**config.mk**
```make
export PLATFORM = sky130hd
export DESIGN_NAME = hpm_counter_bank_flat
export DESIGN_NICKNAME = d
export VERILOG_FILES = /design/src/rtl/hpm_pkg.sv /design/src/rtl/hpm_counter_bank_if.sv /design/src/rtl/hpm_counter_slice.sv /design/src/rtl/hpm_counter_bank.sv /design/src/flat_wrapper.sv
export SDC_FILE = /design/constraint.sdc
export NUM_CORES = 1
export LEC_CHECK = 0
export ABC_AREA = 1
export CORE_AREA = 8 8 281 337
export CTS_CLUSTER_SIZE = 28
export DETAILED_ROUTE_END_ITERATION = 12
export DIE_AREA = 0 0 289 345
export HOLD_SLACK_MARGIN = 0.03
export SLEW_MARGIN = 20
export SYNTH_ARGS = -nofsm -noshare
export SYNTH_HDL_FRONTEND = slang
export SYNTH_HIERARCHICAL = 1
export SYNTH_SLANG_ARGS = --single-unit
```
**constraint.sdc**
```tcl
create_clock -name clk -period 7.51 [get_ports clk]
set_input_delay 0.751 -clock clk [delete_from_list [all_inputs] [get_ports clk]]
set_output_delay 0.751 -clock clk [all_outputs]
set_load 0.01 [all_outputs]
```
**src/rtl/hpm_pkg.sv**
```systemverilog
// Shared types and constants for the hardware performance-monitor counter bank.
package hpm_pkg;

  typedef enum logic [1:0] {
    FLD_COUNT = 2'd0,
    FLD_EVSEL = 2'd1,
    FLD_CTRL  = 2'd2,
    FLD_OVF   = 2'd3
  } reg_field_e;

  // Code 2 is taken by retire, so event k is selected by SRC_EVT_BASE + k.
  localparam int SRC_OFF      = 0;
  localparam int SRC_CYCLE    = 1;
  localparam int SRC_RETIRE   = 2;
  localparam int SRC_EVT_BASE = 3;

  typedef struct packed {
    logic freeze_on_ovf;
    logic ovf_ie;
    logic inhibit;
  } ctrl_t;

  localparam int CTRL_W = $bits(ctrl_t);

  function automatic int evsel_width(input int num_evt);
    return $clog2(num_evt + SRC_EVT_BASE);
  endfunction

endpackage

```
**src/rtl/hpm_counter_bank_if.sv**
```systemverilog
// Register port, event inputs and status outputs of the counter bank.
interface hpm_counter_bank_if #(
  parameter int WIDTH    = 64,
  parameter int NUM_CNT  = 4,
  parameter int NUM_EVT  = 8,
  parameter int RETIRE_W = 2
);
  localparam int IDX_W = $clog2(NUM_CNT);

  logic                cycle_en;
  logic [RETIRE_W-1:0] retire_cnt;
  logic [NUM_EVT-1:0]  evt_i;
  logic                reg_wr;
  logic                reg_rd;
  logic [IDX_W-1:0]    reg_idx;
  logic [1:0]          reg_field;
  logic [WIDTH-1:0]    reg_wdata;
  logic [WIDTH-1:0]    reg_rdata;
  logic                rd_valid;
  logic [NUM_CNT-1:0]  ovf_o;
  logic                irq_o;

  modport master (
    output cycle_en, retire_cnt, evt_i, reg_wr, reg_rd, reg_idx, reg_field, reg_wdata,
    input  reg_rdata, rd_valid, ovf_o, irq_o
  );

  modport slave (
    input  cycle_en, retire_cnt, evt_i, reg_wr, reg_rd, reg_idx, reg_field, reg_wdata,
    output reg_rdata, rd_valid, ovf_o, irq_o
  );

endinterface

```
**src/rtl/hpm_counter_slice.sv**
```systemverilog
// One performance counter: source select, increment, control bits and sticky overflow.
module hpm_counter_slice
  import hpm_pkg::*;
#(
  parameter int WIDTH     = 64,
  parameter int NUM_EVT   = 8,
  parameter int RETIRE_W  = 2,
  parameter int EVSEL_W   = 4,
  parameter int EVSEL_RST = 0
) (
  input  logic                clk,
  input  logic                rst,
  input  logic                count_en,
  input  logic [RETIRE_W-1:0] retire_cnt,
  input  logic [NUM_EVT-1:0]  evt,
  input  logic                wr_count,
  input  logic                wr_evsel,
  input  logic                wr_ctrl,
  input  logic [WIDTH-1:0]    wdata,
  input  logic                ovf_clr,
  output logic [WIDTH-1:0]    count,
  output logic [EVSEL_W-1:0]  evsel,
  output ctrl_t               ctrl,
  output logic                ovf,
  output logic                ovf_set
);

  logic [WIDTH-1:0] inc;
  logic [WIDTH:0]   sum;
  logic             active;

  always_comb begin
    inc = '0;
    if (evsel == EVSEL_W'(SRC_CYCLE)) begin
      inc = WIDTH'(1);
    end else if (evsel == EVSEL_W'(SRC_RETIRE)) begin
      inc = WIDTH'(retire_cnt);
    end else begin
      for (int k = 0; k < NUM_EVT; k++) begin
        if (evsel == EVSEL_W'(SRC_EVT_BASE + k)) inc = WIDTH'(evt[k]);
      end
    end
  end

  // A register write to the count drops this cycle's increment and its carry.
  assign active  = count_en & ~ctrl.inhibit & ~wr_count;
  assign sum     = {1'b0, count} + {1'b0, inc};
  assign ovf_set = active & sum[WIDTH];

  always_ff @(posedge clk or posedge rst) begin
    if (rst) begin
      count <= '0;
      evsel <= EVSEL_W'(EVSEL_RST);
      ctrl  <= '0;
      ovf   <= 1'b0;
    end else begin
      if (wr_count)    count <= wdata;
      else if (active) count <= sum[WIDTH-1:0];
      if (wr_evsel) evsel <= wdata[EVSEL_W-1:0];
      if (wr_ctrl)  ctrl  <= ctrl_t'(wdata[CTRL_W-1:0]);
      if (ovf_set)      ovf <= 1'b1;
      else if (ovf_clr) ovf <= 1'b0;
    end
  end

endmodule

```
**src/rtl/hpm_counter_bank.sv**
```systemverilog
// Performance counter bank: register decode, global freeze, read port and overflow interrupt.
module hpm_counter_bank
  import hpm_pkg::*;
#(
  parameter int WIDTH    = 64,
  parameter int NUM_CNT  = 4,
  parameter int NUM_EVT  = 8,
  parameter int RETIRE_W = 2
) (
  input logic               clk,
  input logic               rst,
  hpm_counter_bank_if.slave bus
);

  localparam int IDX_W   = $clog2(NUM_CNT);
  localparam int EVSEL_W = evsel_width(NUM_EVT);

  logic [WIDTH-1:0]   count [NUM_CNT];
  logic [EVSEL_W-1:0] evsel [NUM_CNT];
  ctrl_t              ctrl  [NUM_CNT];
  logic [NUM_CNT-1:0] ovf, ovf_set, ovf_ie, freeze_hit;
  logic [NUM_CNT-1:0] wr_count, wr_evsel, wr_ctrl, ovf_clr;
  logic               frozen, count_en;
  reg_field_e         field;
  logic [WIDTH-1:0]   rd_mux;
  logic [WIDTH-1:0]   rdata_p1;
  logic               vld_p1;

  assign field    = reg_field_e'(bus.reg_field);
  assign count_en = bus.cycle_en & ~frozen;

  // Out-of-range indices match no slice, so their writes vanish and reads return zero.
  always_comb begin
    wr_count = '0;
    wr_evsel = '0;
    wr_ctrl  = '0;
    ovf_clr  = '0;
    for (int i = 0; i < NUM_CNT; i++) begin
      if (bus.reg_wr && bus.reg_idx == IDX_W'(i)) begin
        wr_count[i] = (field == FLD_COUNT);
        wr_evsel[i] = (field == FLD_EVSEL);
        wr_ctrl[i]  = (field == FLD_CTRL);
      end
      ovf_clr[i] = bus.reg_wr && (field == FLD_OVF) && bus.reg_wdata[i];
    end
  end

  always_comb begin
    ovf_ie     = '0;
    freeze_hit = '0;
    for (int i = 0; i < NUM_CNT; i++) begin
      ovf_ie[i]     = ctrl[i].ovf_ie;
      freeze_hit[i] = ovf_set[i] & ctrl[i].freeze_on_ovf;
    end
  end

  for (genvar i = 0; i < NUM_CNT; i++) begin : g_cnt
    hpm_counter_slice #(
      .WIDTH    (WIDTH),
      .NUM_EVT  (NUM_EVT),
      .RETIRE_W (RETIRE_W),
      .EVSEL_W  (EVSEL_W),
      .EVSEL_RST(i == 0 ? SRC_CYCLE : (i == 1 ? SRC_RETIRE : SRC_OFF))
    ) u_slice (
      .clk       (clk),
      .rst       (rst),
      .count_en  (count_en),
      .retire_cnt(bus.retire_cnt),
      .evt       (bus.evt_i),
      .wr_count  (wr_count[i]),
      .wr_evsel  (wr_evsel[i]),
      .wr_ctrl   (wr_ctrl[i]),
      .wdata     (bus.reg_wdata),
      .ovf_clr   (ovf_clr[i]),
      .count     (count[i]),
      .evsel     (evsel[i]),
      .ctrl      (ctrl[i]),
      .ovf       (ovf[i]),
      .ovf_set   (ovf_set[i])
    );
  end

  // Frozen drops only after a full cycle with no overflow flag standing.
  always_ff @(posedge clk or posedge rst) begin
    if (rst)                 frozen <= 1'b0;
    else if (|freeze_hit)    frozen <= 1'b1;
    else if (ovf == '0)      frozen <= 1'b0;
  end

  always_comb begin
    rd_mux = '0;
    if (field == FLD_OVF) begin
      rd_mux = WIDTH'(ovf);
    end else begin
      for (int i = 0; i < NUM_CNT; i++) begin
        if (bus.reg_idx == IDX_W'(i)) begin
          case (field)
            FLD_COUNT: rd_mux = count[i];
            FLD_EVSEL: rd_mux = WIDTH'(evsel[i]);
            FLD_CTRL:  rd_mux = WIDTH'({ctrl[i]});
            default:   rd_mux = '0;
          endcase
        end
      end
    end
  end

  // p1: registered read response
  always_ff @(posedge clk or posedge rst) begin
    if (rst) begin
      vld_p1   <= 1'b0;
      rdata_p1 <= '0;
    end else begin
      vld_p1 <= bus.reg_rd;
      if (bus.reg_rd) rdata_p1 <= rd_mux;
    end
  end

  assign bus.reg_rdata = rdata_p1;
  assign bus.rd_valid  = vld_p1;
  assign bus.ovf_o     = ovf;
  assign bus.irq_o     = |(ovf & ovf_ie);

endmodule

```
**src/flat_wrapper.sv**
```systemverilog
// flat-port wrapper written by rule: the top's interface ports become plain ports
module hpm_counter_bank_flat import hpm_pkg::*;
#(
  parameter int WIDTH    = 64,
  parameter int NUM_CNT  = 4,
  parameter int NUM_EVT  = 8,
  parameter int RETIRE_W = 2
)
  (clk, rst, bus_cycle_en, bus_retire_cnt, bus_evt_i, bus_reg_wr, bus_reg_rd, bus_reg_idx, bus_reg_field, bus_reg_wdata, bus_reg_rdata, bus_rd_valid, bus_ovf_o, bus_irq_o);
  hpm_counter_bank_if #(.WIDTH(WIDTH), .NUM_CNT(NUM_CNT), .NUM_EVT(NUM_EVT), .RETIRE_W(RETIRE_W)) bus_i ();
  input logic clk;
  input logic rst;
  input wire logic [$bits(bus_i.cycle_en)-1:0] bus_cycle_en;
  input wire logic [$bits(bus_i.retire_cnt)-1:0] bus_retire_cnt;
  input wire logic [$bits(bus_i.evt_i)-1:0] bus_evt_i;
  input wire logic [$bits(bus_i.reg_wr)-1:0] bus_reg_wr;
  input wire logic [$bits(bus_i.reg_rd)-1:0] bus_reg_rd;
  input wire logic [$bits(bus_i.reg_idx)-1:0] bus_reg_idx;
  input wire logic [$bits(bus_i.reg_field)-1:0] bus_reg_field;
  input wire logic [$bits(bus_i.reg_wdata)-1:0] bus_reg_wdata;
  output wire logic [$bits(bus_i.reg_rdata)-1:0] bus_reg_rdata;
  output wire logic [$bits(bus_i.rd_valid)-1:0] bus_rd_valid;
  output wire logic [$bits(bus_i.ovf_o)-1:0] bus_ovf_o;
  output wire logic [$bits(bus_i.irq_o)-1:0] bus_irq_o;
  assign bus_i.cycle_en = bus_cycle_en;
  assign bus_i.retire_cnt = bus_retire_cnt;
  assign bus_i.evt_i = bus_evt_i;
  assign bus_i.reg_wr = bus_reg_wr;
  assign bus_i.reg_rd = bus_reg_rd;
  assign bus_i.reg_idx = bus_reg_idx;
  assign bus_i.reg_field = bus_reg_field;
  assign bus_i.reg_wdata = bus_reg_wdata;
  assign bus_reg_rdata = bus_i.reg_rdata;
  assign bus_rd_valid = bus_i.rd_valid;
  assign bus_ovf_o = bus_i.ovf_o;
  assign bus_irq_o = bus_i.irq_o;
  hpm_counter_bank #(.WIDTH(WIDTH), .NUM_CNT(NUM_CNT), .NUM_EVT(NUM_EVT), .RETIRE_W(RETIRE_W)) u_core (.clk(clk), .rst(rst), .bus(bus_i));
endmodule
```
# Word level (Yosys, flattened, before mapping)
# Index checks and enable logic that the tools add are counted.
# W data, S select, Z words.
word_totals:
  word_cells: 206
  latch_bits: 0
  input_bits: 83
  rom_bits: 0
  mem_bits_rw: 0
  memories: 0
  register_bits: 354
classes:
  add_sub_neg: 4
  muxes: 79
  reduce_logical: 23
  n_bitwise: 27
  div: 0
  eq_ne: 46
  mul: 0
  shift: 0
  order_cmp: 0
op_table:
  columns: ["cell", "count"]
  rows:
  - ["$mux W64", 49]
  - ["$pmux W64 S3", 4]
  - ["$add A64 B64 Y65", 4]
  - ["$eq A4 B3 Y1 const B", 16]
  - ["$eq A4 B4 Y1 const B", 12]
  - ["$eq A4 B2 Y1 const B", 8]
  - ["$mux W1", 26]
  - ["$reduce_bool A2 Y1", 9]
  - ["$and A1 B1 Y1", 17]
  - ["$eq A4 B1 Y1 const B", 4]
  - ["$logic_and A1 B1 Y1", 9]
  - ["$not A1 Y1", 9]
  - ["$eq A2 B2 Y1 const B", 4]
  - ["$reduce_or A4 Y1", 2]
  - ["$and A4 B4 Y4", 1]
  - ["$eq A2 B1 Y1 const B", 2]
  - ["$logic_not A2 Y1", 2]
  - ["$logic_not A4 Y1", 1]

# Depth between registers and ports, before layout
# Gate-level depths: netlist of run 1.
logic_depth:
  depth_word: 16
  mapped_depth: 20
  mapped_depth_nobuf: 20

# Modules after synthesis
# The synthesis of run 1 kept the hierarchy.
by_module_without_submodules:
  columns: ["module", "cells_per_inst", "area_each_um2", "seq_area_each_um2", "instances"]
  rows:
  - ["hpm_counter_slice (u_core.g_cnt[1].u_slice)", 920, 5594.1, 1803.0, 1]
  - ["hpm_counter_slice (u_core.g_cnt[2].u_slice)", 920, 5592.9, 1801.7, 1]
  - ["hpm_counter_slice (u_core.g_cnt[3].u_slice)", 890, 5537.8, 1801.7, 1]
  - ["hpm_counter_slice (u_core.g_cnt[0].u_slice)", 889, 5535.3, 1803.0, 1]
  - ["hpm_counter_bank", 600, 4211.5, 1651.6, 1]

# Worst setup path after synthesis of run 1
# No wires, ideal clock.
synth_timing:
  path_kind: "input to register"
  startpoint: "in bus_evt_i[1]"
  endpoint: "reg u_core.g_cnt[1].u_slice.count[32]"
  path_buffers: 0
  t_required_ps: 7387
  setup_slack_ps: 4687
  t_arrival_ps: 2700
  setup_time_ps: 123
  stages: 14
  cell_sequence: "o22ai_1 -> nand2_1 -> o31ai_1 -> a211oi_1 -> ha_1 -> inv_1 -> fa_1 -> nor2_4 -> nand2_1 -> nor2_2 -> nand2_1 -> xnor2_1 -> o21ai_0 -> nand2_1"
synth_via:
  elab_chain_cells: 12
synth_lines:
  columns: ["item", "line_no", "rtl"]
  rows:
  - ["start: declaration", "flat_wrapper.sv:15", "input wire logic [$bits(bus_i.evt_i)-1:0] bus_evt_i;"]
  - ["$mux W64 (7 in series)", "hpm_counter_slice.sv:40", "if (evsel == EVSEL_W'(SRC_EVT_BASE + k)) inc = WIDTH'(evt[k]);"]
  - ["$mux W64", "hpm_counter_slice.sv:36", "end else if (evsel == EVSEL_W'(SRC_RETIRE)) begin"]
  - ["$mux W64", "hpm_counter_slice.sv:34", "if (evsel == EVSEL_W'(SRC_CYCLE)) begin"]
  - ["$add A64 B64 Y65", "hpm_counter_slice.sv:47", "assign sum = {1'b0, count} + {1'b0, inc};"]
  - ["$mux W64", "hpm_counter_slice.sv:58", "else if (active) count <= sum[WIDTH-1:0];"]
  - ["$mux W64", "hpm_counter_slice.sv:57", "if (wr_count) count <= wdata;"]
  - ["end signal: assignment", "hpm_counter_slice.sv:57", null]
  - ["end signal: assignment", "hpm_counter_slice.sv:58", null]
  - ["end: declaration", "hpm_counter_slice.sv:21", "output logic [WIDTH-1:0] count,"]
# No other way between the ends. The select of a mux whose other input is x is not followed.
# A chain may end at the register's enable or synchronous reset.

# Worst setup path in the final report of run 1
layout_timing:
  startpoint: "in bus_reg_field[1]"
  endpoint: "reg u_core.g_cnt[3].u_slice.count[36]"
layout_via:
  elab_chain_cells: 5
  word_cells_on_any_way: 6
layout_lines:
  columns: ["item", "line_no", "rtl"]
  rows:
  - ["start: declaration", "flat_wrapper.sv:19", "input wire logic [$bits(bus_i.reg_field)-1:0] bus_reg_field;"]
  - ["$logic_not A2 Y1 *", "hpm_counter_bank.sv:40", "wr_count[i] = (field == FLD_COUNT);"]
  - ["$mux W1 *", "hpm_counter_bank.sv:39", "if (bus.reg_wr && bus.reg_idx == IDX_W'(i)) begin"]
  - ["via u_core.wr_count[3]", "hpm_counter_bank.sv:22", "logic [NUM_CNT-1:0] wr_count, wr_evsel, wr_ctrl, ovf_clr;"]
  - ["$not A1 Y1", "hpm_counter_slice.sv:46", "assign active = count_en & ~ctrl.inhibit & ~wr_count;"]
  - ["$and A1 B1 Y1", "hpm_counter_slice.sv:46", null]
  - ["$reduce_bool A2 Y1 (no line)", null, null]
  - ["end signal: assignment", "hpm_counter_slice.sv:57", null]
  - ["end signal: assignment", "hpm_counter_slice.sv:58", null]
  - ["end: declaration", "hpm_counter_slice.sv:21", null]
# The timed path passes the listed nets; every way through them passes the cells marked *.

==> flow_summary.toml, run 1 <==
[run_status]
status = "finished, final reports clean"

[layout]
ff_latch_area_sq_mm = 0.00886
final_common_cell = "nand2_1"
area_growth_pct = 16.6
final_cell_mix = "1,476 x nand2_1, 697 x nor2_1, 352 x inv_1, 352 x dfrtp_1, 273 x nand3_1"
nNetsFinal = 4417
drive_above_1_share_pct = 6.70
multi_input_area_sq_mm = 0.0157
fillers = 9782

[sta]
slew_violations = 0
fin_crit_ns = 4.04
worstMarginPinSlew_ns = 1.00
finalSetupViolations = 0
fin_tns_setup_ns = 0
min_period_over_period_pct = 53.7
worst_slack_ns = 3.47
skew_ns = 0.0353
grt_setup_unrepaired = "false"
max_slew_margin_pct = 32.9
finalHoldViolCount = 0
hold_slack_ns = 0.485
fmax_mhz = 248

[global_route]
gr-total-overflow = 0
grt_usage_pct = 29.8
antenna_found_initial = 13
first_global_vias = 28587
grt_pass1_wl_microns = 214000
grt_max_degree = 84

[drt]
firstDrtPassIters = 6
drc = 0
wl_microns = 153000
detail_route.wl_per_cell_microns = 27.7
via_per_inst = 5.52
final_antenna_net_count = 0
num_vias = 30522
drtIter0Drc = 3897

[worst_setup_path]
critPathLaunchType = "primary input"
crit_required_ns = 8.02
cp.arrival_ns = 4.54
path_class = "in2reg"
worst_setup_path_end_kind = "flop"
cp_max_fo = 57

[clock_network]
cts-root-buf = "clkbuf_16"
cts_buffers = 47
hold_buffers = 0
clockBufferDepth = 3
postCtsSetupRepairBufs = 0
cts_tree = "built"
clk_pin_slew_worst_paths_ns = 0.06
clock_sinks = 354
cts.htree.levels = 2
insertion_delay_ns = 0.63
post_cts_resized = 0

[synth]
synth_top_area_cell = "dfrtp_1"
avgSynthCellArea_sq_um = 6.27
synth_top_area_share_pct = 33.3
syn-num-nets = 4314
syn_area_sq_mm = 0.0265
synth_area_leaders = "dfrtp_1 33%, nand2_1 21%, nor2_1 10%"
yosys_register_bits = 354
seq_area_frac_synth_pct = 33.5
yosysUniqueCellTypes = 51
ys_warn_count = 6
synth_cells = 4219

[die]
die_h_microns = 345
io_pins = 153
rows = 120
die_w_microns = 289
core-area_sq_mm = 0.0889
initial_core_util_pct = 29.8
die_area_sq_mm = 0.0997

[flow_run]
maxCapViolations = 0

[pwr]
ir_worst_vdd_uv = 216
power.density_mw_per_mm2 = 306
p_leak_nw = 13.0

[placement]
portBuffers = 152
gp_congestion = 1.05
place_hpwl_microns = 120000
pre_cts_ws_ns = 2.90

[min_path]
min_path_type = "reg2reg"
-- Yosys cell counts, drive strengths merged --
library cell,instances
a32oi,2
xnor2,48
dfstp,2
o31ai,46
nand2,1516
o21ai,284
clkbuf,72
a221oi,1
xor2,59
nand3,276
clkinv,5
nand4,72
mux2,8
o2bb2ai,2
a21oi,39
ha,8
and2,21
dfrtp,352
o21a,4
a211oi,2
o21bai,16
o221ai,26
nor4,1
fa,4
o311ai,6
a22oi,1
o211ai,16
o22ai,50
buf,53
nor2,789
inv,379
nand3b,14
o41ai,1
nor3,22
or2,10
a22o,12
-- report_power, final --
part / switching [W] / total [W] / leakage [nW] / internal (W)
registers: 0.00165 / 0.00423 / 4.61 / 0.00258
logic: 0.00167 / 0.00267 / 7.53 / 0.000998
clock network: 0.00101 / 0.00256 / 0.844 / 0.00155
total: 0.00433 / 0.00946 / 13.0 / 0.00513
-- path summary, 6_finish.rpt --
path	from	to	cells past startpoint	slack [ns]
worst max-delay path	bus_reg_field[1]	u_core/g_cnt[3].u_slice/count[36]$_DFFE_PP0P_	10	3.47
worst min-delay path	u_core/bus.reg_rdata[2]$_DFFE_PP0P_	u_core/bus.reg_rdata[2]$_DFFE_PP0P_	2	0.49
worst max register to register	u_core/g_cnt[3].u_slice/evsel[1]$_DFFE_PP0P_	u_core/frozen$_DFFE_PP0P_	18	3.58
worst min register to register	u_core/bus.reg_rdata[2]$_DFFE_PP0P_	u_core/bus.reg_rdata[2]$_DFFE_PP0P_	2	0.49
max in group asynchronous	rst	u_core/g_cnt[0].u_slice/count[62]$_DFFE_PP0P_	3	5.37
min in group asynchronous	rst	u_core/g_cnt[3].u_slice/ovf$_DFFE_PP0P_	2	0.68
-- layout make-up --
| class | count | share of cell area, % |
|---|---|---|
| multi-input cells | 3356 | 50.7 |
| clock inverters | 24 | 1.12 |
| clock buffers | 63 | 4.43 |
| flip-flops and latches | 354 | 28.7 |
| inverters | 384 | 4.69 |
| diodes | 8 | 0.0648 |
| well taps | 1159 | 4.70 |
| repair buffers | 179 | 5.60 |
-- worst max-delay path: stages --
cell and delay [ns]:
clkdlybuf4s50_1 0.73, nor2_4 0.47, inv_1 0.28, nor2_4 0.27, buf_4 0.62, inv_2 0.39
nand2_1 0.22, inv_2 0.32, a22o_1 0.30, o21bai_1 0.15
-- state kept, by name (all words and copies together), names as in the netlist --
signal,cells
u_core/g_cnt.u_slice/ovf,4
u_core/g_cnt.u_slice/count,256
u_core/bus.reg_rdata,64
u_core/g_cnt.u_slice/evsel,16
u_core/frozen,1
u_core/g_cnt.u_slice/ctrl,12
u_core/bus.rd_valid,1
-- routing by layer --
metal	track usage (%)	up-vias	part of all wire [%]
li1	-	13718	-
met4	18.5	10	7.3
met1	38.0	14704	40
met2	46.0	1718	44
met5	0	-	0.046
met3	5.63	372	8.9
-- kinds of logic after synthesis --
kind of cell | Yosys count | synth area share [%]
AO/OA/AOI/OAI | 508 | 11.4
multiplexers | 8 | 0.340
buffers and inverters | 509 | 7.62
AND/OR/NAND/NOR | 2721 | 43.0
XOR/XNOR | 107 | 3.54
flip-flops | 354 | 33.5
adder cells (fa/ha/maj) | 12 | 0.681
-- through the flow --
stage	instances	total power [W]	utilization, %	cell area (sq um)
final	5527	0.00946	34.7	30900
after global routing	5519	0.00990	34.7	30900
after CTS	5519	0.00937	34.7	30800
after detailed placement	5432	0.00679	32.8	29100
after global placement	5432	0.00677	32.8	29100
after floorplan	4219	0.00517	-	26500
Power figures use the tool's default switching activity.
==> inputs of run 2 (changes only) <==
clock period = 3.89 ns   (was 7.51 ns; I/O delays follow)
==> flow_summary.toml, run 2 (same netlist as run 1, synthesis figures left out) <==
[layout]
final_cell_mix = "1,476 x nand2_1, 697 x nor2_1, 352 x inv_1, 352 x dfrtp_1, 273 x nand3_1"
area_growth_pct = 18.0
top_register = "u_core/g_cnt.u_slice/count"
final_cells = 5578
multi_input_area_sq_mm = 0.0157
nNetsFinal = 4471
largest_reg_flops = 256
final_util_pct = 35.2
drive_above_1_share_pct = 7.68
final_common_cell = "nand2_1"
final_area_sq_mm = 0.0312
ff_latch_area_sq_mm = 0.00886
fillers = 9909

[drt]
num_vias = 30880
final_antenna_net_count = 0
drtIter0Drc = 3584
detail_route.wl_per_cell_microns = 28.5
wl_microns = 159000
via_per_inst = 5.54
firstDrtPassIters = 6
drc = 0

[run_status]
status = "finished, final reports clean"

[clock_network]
cts_tree = "built"
cts.htree.levels = 2
post_cts_resized = 0
hold_buffers = 0
cts_buffers = 47
postCtsSetupRepairBufs = 0
clockBufferDepth = 3
cts-root-buf = "clkbuf_16"
clk_pin_slew_worst_paths_ns = 0.06
insertion_delay_ns = 0.64
clock_sinks = 354

[worst_setup_path]
path_class = "reg2reg"
cp.buffers_inverters = 4
critPathLaunchType = "flop"
crit_top_cell = "nand2_1"
crit_chain = "clkinv_1 -> nor2_1 -> o2bb2ai_1 -> a211oi_1 -> ha_1 -> inv_1 -> fa_1 -> inv_1 -> nand3_1 -> inv_2 -> nand2_1 -> nor2_1 -> nand4_1 -> nor3_1 -> nand2_1 -> nand2_1 -> a221oi_1 -> nand2_1"
cp.arrival_ns = 3.89
crit_path_top_delay_cell = "fa_1"
crit_required_ns = 4.45
cpPeakStageDelay_ns = 0.45
worst_setup_path_end_kind = "flop"
cp_max_fo = 9
cpLargestDelayFamily = "simple AND/OR/NAND/NOR gates"

[placement]
dpl.cell_count = 5486
placed_area_sq_mm = 0.0296
portBuffers = 152
place_hpwl_microns = 126000
gp_congestion = 1.08

[sta]
worstMarginPinSlew_ns = 0.987
skew_ns = 0.0305
fmax_mhz = 301
slew_violations = 0
grt_setup_unrepaired = "false"
finalSetupViolations = 0
min_period_over_period_pct = 85.5
fin_crit_ns = 3.33
finalHoldViolCount = 0
max_slew_margin_pct = 34.2
hold_slack_ns = 0.348
fin_tns_setup_ns = 0

[global_route]
grt_pass1_wl_microns = 221000
gr-total-overflow = 0
antenna_found_initial = 22
first_global_vias = 29530
grt_max_degree = 84
grt_usage_pct = 30.8

[die]
rows = 120
core-area_sq_mm = 0.0889
io_pins = 153
initial_core_util_pct = 29.8
die_w_microns = 289
die_h_microns = 345
die_area_sq_mm = 0.0997

[flow_run]
maxCapViolations = 0

[pwr]
ir_worst_vdd_uv = 303
p_leak_nw = 13.2
power.density_mw_per_mm2 = 588

[min_path]
min_path_type = "in2async"
run 2: cell types whose count changed in the layout (fill, tap and decap cells not counted), moves of 2 or more:
cell / change
buf_12: +7
buf_4: +48
bufinv_16: -3
clkbuf_1: +5
clkbuf_8: -2
run 2: final timing paths:
path / start / to / slack [ns] / cells after the start
setup / recovery: u_core/g_cnt[1].u_slice/evsel[0]$_DFFE_PP0P_ / u_core/frozen$_DFFE_PP0P_ / 0.56 / 18
hold / removal: rst / u_core/g_cnt[0].u_slice/ctrl[0]$_DFFE_PP0P_ / 0.35 / 2
setup reg to reg: u_core/g_cnt[1].u_slice/evsel[0]$_DFFE_PP0P_ / u_core/frozen$_DFFE_PP0P_ / 0.56 / 18
max in group asynchronous: rst / u_core/g_cnt[0].u_slice/count[56]$_DFFE_PP0P_ / 2.60 / 3
min in group clk: bus_reg_rd / u_core/bus.rd_valid$_DFF_PP0_ / 0.47 / 1
hold reg to reg: u_core/bus.reg_rdata[59]$_DFFE_PP0P_ / u_core/bus.reg_rdata[59]$_DFFE_PP0P_ / 0.48 / 2
run 2: metal layers:
metal | routed length (microns) | share of wire (%) | global-route usage, % | up-vias
li1 | - | - | - | 13832
met1 | 61000 | 38 | 37.6 | 15035
met2 | 71700 | 45 | 49.0 | 1586
met3 | 12800 | 8.1 | 5.31 | 419
met4 | 13200 | 8.3 | 21.5 | 8
met5 | 66 | 0.042 | 0 | -
run 2: power breakdown:
group	internal (W)	switching [W]	total [W]
logic	0.00205	0.00350	0.00555
clock network	0.00276	0.00196	0.00472
registers	0.00497	0.00313	0.00810
run 2: stage by stage:
step	total power, W	setup WS (ns)
3_5_place_dp	0.0134	0.270
4_1_cts	0.0182	0.676
3_3_place_gp	0.0134	0.285
6_report	0.0184	0.562
5_1_grt	0.0192	0.258
2_1_floorplan	0.00998	1.32
run 2: layout make-up:
cell class / count / area share, %
Tap cell: 1159 / 4.64
Timing Repair Buffer: 233 / 7.10
Inverter: 384 / 4.63
Antenna cell: 7 / 0.0561
Clock buffer: 66 / 4.35
Clock inverter: 19 / 0.781
Multi-Input combinational cell: 3356 / 50.1
Sequential cell: 354 / 28.4
